### config.mk
export PLATFORM = sky130hd
export DESIGN_NAME = systolic_skew_feeder
export DESIGN_NICKNAME = d
export VERILOG_FILES = /design/src/rtl/systolic_skew_feeder.sv
export SDC_FILE = /design/constraint.sdc
export NUM_CORES = 1
export LEC_CHECK = 0
export CAP_MARGIN = 20
export CORE_MARGIN = 5
export CORE_UTILIZATION = 35
export DETAILED_ROUTE_END_ITERATION = 6
export PLACE_DENSITY = 0.57
export SETUP_SLACK_MARGIN = 0.5
export SYNTH_ARGS = -nofsm -noshare
export SYNTH_HDL_FRONTEND = slang
export SYNTH_SLANG_ARGS = --single-unit
### constraint.sdc
create_clock -name clk -period 6.5 [get_ports clk]
set_clock_uncertainty 0.2 [all_clocks]
set_input_delay 1.3 -clock clk [delete_from_list [all_inputs] [get_ports clk]]
set_output_delay 1.3 -clock clk [all_outputs]
set_load 0.1 [all_outputs]
### src/rtl/systolic_skew_feeder.sv
// Edge driver for one side of the systolic MAC array: turns one operand vector
// per beat into the diagonal staircase (lane i delayed i cycles), with job control.
module systolic_skew_feeder #(
  parameter int N       = 4,
  parameter int IP_SIZE = 8,
  parameter int LEN_W   = 16
) (
  input  logic                 clk,
  input  logic                 rst,
  input  logic                 start,
  input  logic [LEN_W-1:0]     len,
  input  logic                 in_valid,
  output logic                 in_ready,
  input  logic [N*IP_SIZE-1:0] in_data,
  output logic [N*IP_SIZE-1:0] lane_out,
  output logic [N-1:0]         lane_valid,
  output logic                 acc_clr,
  output logic                 busy,
  output logic                 done
);
  localparam int FW = (N > 1) ? $clog2(N) : 1;

  localparam logic [1:0] S_IDLE   = 2'd0;
  localparam logic [1:0] S_STREAM = 2'd1;
  localparam logic [1:0] S_FLUSH  = 2'd2;

  logic [1:0]       r_state;
  logic [LEN_W-1:0] r_len;
  logic [LEN_W-1:0] r_cnt;
  logic [FW-1:0]    r_fc;
  logic             r_clr;
  logic             r_done;
  logic             w_acc;
  logic [LEN_W-1:0] w_cnt_nxt;

  assign in_ready  = (r_state == S_STREAM);
  assign busy      = (r_state != S_IDLE);
  assign acc_clr   = r_clr;
  assign done      = r_done;
  assign w_acc     = in_valid & in_ready;
  assign w_cnt_nxt = r_cnt + 1'b1;

  always_ff @(posedge clk) begin
    if (rst) begin
      r_state <= S_IDLE;
      r_len   <= '0;
      r_cnt   <= '0;
      r_fc    <= '0;
      r_clr   <= 1'b0;
      r_done  <= 1'b0;
    end else begin
      r_clr  <= 1'b0;
      r_done <= 1'b0;
      case (r_state)
        S_IDLE: begin
          if (start) begin
            if (len != '0) begin
              r_len   <= len;
              r_cnt   <= '0;
              r_clr   <= 1'b1;
              r_state <= S_STREAM;
            end else begin
              r_done <= 1'b1;
            end
          end
        end
        S_STREAM: begin
          if (w_acc) begin
            r_cnt <= w_cnt_nxt;
            if (w_cnt_nxt == r_len) begin
              r_fc    <= '0;
              r_state <= S_FLUSH;
            end
          end
        end
        S_FLUSH: begin
          // Leaving here lines done up with the cycle after lane N-1's last element.
          if (r_fc == FW'(N - 1)) begin
            r_done  <= 1'b1;
            r_state <= S_IDLE;
          end else begin
            r_fc <= r_fc + 1'b1;
          end
        end
        default: r_state <= S_IDLE;
      endcase
    end
  end

  // Lane g: chain of g+1 stages; non-accepted cycles inject zeros so bubbles stay aligned.
  for (genvar g = 0; g < N; g++) begin : g_lane
    logic [g:0][IP_SIZE-1:0] r_d;
    logic [g:0]              r_v;

    always_ff @(posedge clk) begin
      if (rst) begin
        r_d <= '0;
        r_v <= '0;
      end else begin
        r_d[0] <= w_acc ? in_data[g*IP_SIZE +: IP_SIZE] : '0;
        r_v[0] <= w_acc;
        for (int s = 1; s <= g; s++) begin
          r_d[s] <= r_d[s-1];
          r_v[s] <= r_v[s-1];
        end
      end
    end

    assign lane_out[g*IP_SIZE +: IP_SIZE] = r_d[g];
    assign lane_valid[g]                  = r_v[g];
  end
endmodule

== Yosys cells after proc, flatten, opt, wreduce, memory -nomap -nowiden ==
Index checks and enable logic that the tools add are counted.

* Add/subtract/negate cells: 2
* Equality and inequality tests: 10
* Mux-type cells: 19
* Bitwise operators: 4
* Reductions and logical operators: 11

{| class="wikitable"
|+ Operators with widths
! kind !! number
|-
| $mux 16 || 3
|-
| $pmux 16 s2 || 1
|-
| $add 16x1->16 const B || 1
|-
| $eq 16x16->1 || 1
|-
| $mux 2 || 8
|-
| $reduce_bool 16->1 || 1
|-
| $ne 2x2->1 const B || 4
|-
| $reduce_and 4->1 || 2
|-
| $pmux 2 s3 || 1
|-
| $reduce_bool 2->1 || 3
|-
| $reduce_and 5->1 || 1
|-
| $eq 2x2->1 const B || 2
|-
| $mux 1 || 4
|-
| $ne 2x1->1 const B || 2
|-
| $pmux 2 s2 || 1
|-
| $not 1->1 || 3
|-
| $reduce_and 3->1 || 1
|-
| $reduce_or 3->1 || 1
|-
| $add 2x1->2 const B || 1
|-
| $eq 2x1->1 const B || 1
|-
| $logic_not 2->1 || 1
|-
| $pmux 1 s2 || 1
|-
| $reduce_or 2->1 || 1
|-
| $and 1x1->1 || 1
|}

* Register bits: 128
* Input port bits: 52
* Output and inout bits: 40
* Word-level logic and storage cells: 66

== Logic depth before layout (Yosys ltp) ==
* Word-level depth: 5
* Gate-level depth with buffers: 11

== Worst setup path after synthesis ==
OpenSTA, ideal clock, no wires.

* Path kind: input to register
* Start point: input len[3]
* End point: register r_len[0]
* Arrival time: 2.771 ns
* Required time: 6.172 ns
* Slack: 3.402 ns
* Stages on the path: 7
* Path buffers: 2
* Path through: nor4_1 > nand4_1 > nand4_1 > clkbuf_1 > buf_2 > mux2i_1 > nor2_1

* Cells in the longest elaborated chain, start to end: 2

{| class="wikitable"
|+ Ends and longest elaborated chain
! what !! line !! text
|-
| start: declaration || 11 || <nowiki>input logic [LEN_W-1:0] len,</nowiki>
|-
| $reduce_bool 16->1 || 57 || <nowiki>if (len != '0) begin</nowiki>
|-
| $reduce_and 3->1 (no source line) || - ||
|-
| end signal: assignment || 58 || <nowiki>r_len <= len;</nowiki>
|-
| end: declaration || 28 || <nowiki>logic [LEN_W-1:0] r_len;</nowiki>
|}

Every way passes these cells.
A chain may end at the register's enable or synchronous reset.

== Final worst setup path ==
* Start point: register r_state[0]
* End point: output in_ready

* Cells in the longest elaborated chain, start to end: 1

{| class="wikitable"
|+ Ends and longest elaborated chain
! what !! line !! text
|-
| start: declaration || 27 || <nowiki>logic [1:0] r_state;</nowiki>
|-
| start signal: assignment || 45 || <nowiki>r_state <= S_IDLE;</nowiki>
|-
| start signal: assignment || 61 || <nowiki>r_state <= S_STREAM;</nowiki>
|-
| start signal: assignment || 72 || <nowiki>r_state <= S_FLUSH;</nowiki>
|-
| $eq 2x1->1 || 36 || <nowiki>assign in_ready = (r_state == S_STREAM);</nowiki>
|-
| end: declaration || 13 || <nowiki>output logic in_ready,</nowiki>
|}

Every way passes these cells.

==> summary.txt <==
Logic synthesis
  • Top-area cell type share of the netlist area: 0.530
  • Syn avg cell area: 10.1 sq um
  • Adder-cell share of the synthesized area: 0.00543
  • Syn. warnings: 0
  • Synth area leaders: dfxtp_1, nor2b_1, and2_1
  • Syn Std Cell Area: 4610 sq um
  • Xor/xnor share of the synthesized area: 0.0399
  • EDFF count, synth: 0
  • Post-synthesis mux area share: 0.0348
  • Post-synth cell types: 50
  • Post-synthesis compound-gate area fraction: 0.0698
  • Syn Nets: 511
  • Top FF cell, synth: dfxtp_1
  • Mapped Cells: 457
  • Register area share after synthesis: 0.530
  • Largest area contributor in the netlist: dfxtp_1
  • Asr flop ratio synth: 0
  • #FFs+latches synth: 122
  • Largest family of logic cells by synthesized area: simple AND/OR/NAND/NOR gates
  • Simple-gate share of the synthesized area: 0.249

CTS
  • Post-CTS Hold Buffers: 0
  • Clock latency on the worst-skew pair: 0.41 ns
  • Post-cts sizing count: 0
  • CTS Buf Count: 17
  • CTS max path bufs: 2
  • CTS tree: yes
  • CTS sink cnt: 122
  • H-tree Lvls: 4
  • Clk slew on worst S/H paths: 0.06 ns
  • Root Buffer: clkbuf_16
  • Post-CTS Setup Inserts: 0

Floorplan
  • Chip Width: 125 um
  • Starting density of the core: 0.352
  • Num ports: 92
  • Die area: 15,600 sq um
  • Die Ht: 125 um
  • Core Rows: 42
  • Placeable Area: 13,100 sq um

Critical path
  • Top cell family by delay on the critical path: buffers and inverters
  • CP startpoint kind: register
  • CP max FO: 8
  • Slowest stage delay, CP: 1.16 ns
  • Worst Path Class, Setup: reg2out
  • WP buf/inv: 2
  • Highest-delay cell along the critical path: clkdlybuf4s50_1
  • Crit path cell chain: nand2_1 -> inv_2 -> clkdlybuf4s50_1
  • Worst Setup End Kind: output port
  • Worst EP arrival: 2.46 ns
  • Required time worst endpoint: 5.00 ns

GRT
  • Number of global-route vias before repair: 3,154
  • Grt ovf: 0
  • Met1 global-route usage: 0.149
  • GRT Max-Usage Layer: met2
  • Gr usage total: 0.127
  • M3 GR Usage: 0.0540
  • Global-route met2 utilization: 0.204
  • Largest net degree at the start of global routing: 86
  • First-pass GRT wire length: 15,600 um
  • Antenna violations before repair: 0

STA
  • RSZ-0062 raised after global routing: false
  • Slew margin rel.: 0.322
  • Final Max Slew Viols: 0
  • Max Clk Rate: 253 MHz
  • Final hold vios: 0
  • Minimum clock period: 3.96 ns
  • Slew of the pin with the lowest slew margin: 1.01 ns
  • Final TNS setup: 0 ns
  • Final setup vio count: 0
  • Fin crit share: 0.609

Power
  • Psw: 413 uW
  • Sw Ratio: 0.233
  • Reg power frac: 0.437
  • Cell Pwr Density: 295 nW/um^2
  • Int Power: 1.35 mW
  • VDD IR max: 129 uV
  • Leak: 2.31 nW
  • Logic gate share of total power: 0.077
  • Clk pwr share: 0.485

Cells and area
  • Synth-to-Final Area Change: 30.1%
  • Fraction of layout instances using a drive strength above 1: 0.0902
  • Commonest non-fill, non-tap cell in the layout: dfxtp_1
  • Fillers: 1,224
  • Final Util: 0.458
  • Most frequent cells in the layout: dfxtp_1, clkdlybuf4s50_1, nor2b_1, and2_1, nor2_1
  • Ant diodes: 0
  • Layout Nets: 574

Status
  • Outcome: completed

Hold path
  • Hold WC Path Type: reg2reg

Detailed routing
  • First-pass DRT Iterations: 4
  • DRT iter0 DRCs: 198
  • Routed WL per cell: 13.3 um
  • Vias post-DR: 3,242
  • Routed Antenna Nets: 0
  • Via-to-Cell Ratio: 4.58
  • # DRC: 0
  • Total routed wirelength: 9410 um

Placement
  • DPL Wire Length: 6630 um
  • PortBufs: 91
  • RePlAce Congestion: 0.805

Job
  • Max cap viols: 0
-- synth_stat cells, types with 2 or more instances --
cell and number:
or3_1 2, inv_2 2, and2_1 35, and4_1 2, mux2i_1 16, nand3b_1 3
a21oi_1 15, o31ai_1 3, ha_1 2, nand4_4 2, nor3b_1 2, nor3_1 6
o21ai_0 19, inv_1 5, a31oi_1 4, dfxtp_1 122, clkbuf_1 13, nor2_1 30
or4_2 3, buf_2 6, nor4_1 8, buf_4 29, nand4_1 8, nor2b_1 51
o41ai_1 3, nand3_1 8, nand2_1 15, xnor2_1 12, a41oi_1 2, xor2_1 9
-- per-stage QoR --
stage / std cells / cell area [sq um] / power (mW) / hold slack (ns) / setup slack, ns
after floorplan: 457 / 4610 / 0.874 / 0.214 / 3.40
after global placement: 677 / 5450 / 0.926 / 0.217 / 2.63
after detailed placement: 677 / 5450 / 0.928 / 0.222 / 2.59
after CTS: 708 / 5990 / 1.79 / 0.236 / 2.52
after global routing: 708 / 5990 / 1.84 / 0.247 / 2.40
final: 708 / 5990 / 1.77 / 0.230 / 2.54
-- sequential cells by signal (all words and copies together), names as in the netlist --
name,count
acc_clr,1
done,1
g_lane.r_d,56
g_lane.r_v,4
lane_out,24
r_cnt,16
r_fc,2
r_len,16
r_state,2
-- cells by family after synthesis --
group                      count (synthesis)
and+or+nand+nor                          188
DFF                                      122
xor gates and xnor gates                  21
AOI/OAI and AO/OA                         52
adders and majority gates                  2
buffers and inverters                     56
muxes                                     16
-- power groups by stage --
stage	Clock [mW]	Sequential [mW]	Combinational (mW)
floorplan	0	0.799	0.0757
global placement	0	0.789	0.137
CTS	0.878	0.773	0.139
detailed placement	0	0.789	0.138
global route	0.919	0.775	0.148
finish	0.857	0.773	0.137
-- worst paths after layout --
check,to,cells past startpoint,slack (ns),startpoint
worst max-delay path,in_ready,3,2.54,r_state[0]
worst min-delay path,lane_out[20],1,0.23,g_lane[2].r_d[12]
worst max register to register,r_fc[1],7,3.48,r_cnt[0]
worst min register to register,lane_out[20],1,0.23,g_lane[2].r_d[12]
-- per-layer routing --
layer / routed length, um / up-vias
li1: - / 1643
met1: 4200 / 1507
met2: 4580 / 79
met3: 477 / 13
met4: 156 / 0
met5: 0 / -
-- final cells by class --
class | count | area, sq um | share of cell area
multi-input cells | 279 | 1840 | 0.307
well taps | 176 | 220 | 0.0367
inverters | 7 | 26.3 | 0.00438
clock buffers | 20 | 447 | 0.0745
flip-flops and latches | 122 | 2440 | 0.407
clock inverters | 11 | 100 | 0.0167
repair buffers | 93 | 921 | 0.154
Note: power is estimated with default switching activity, not from simulation.
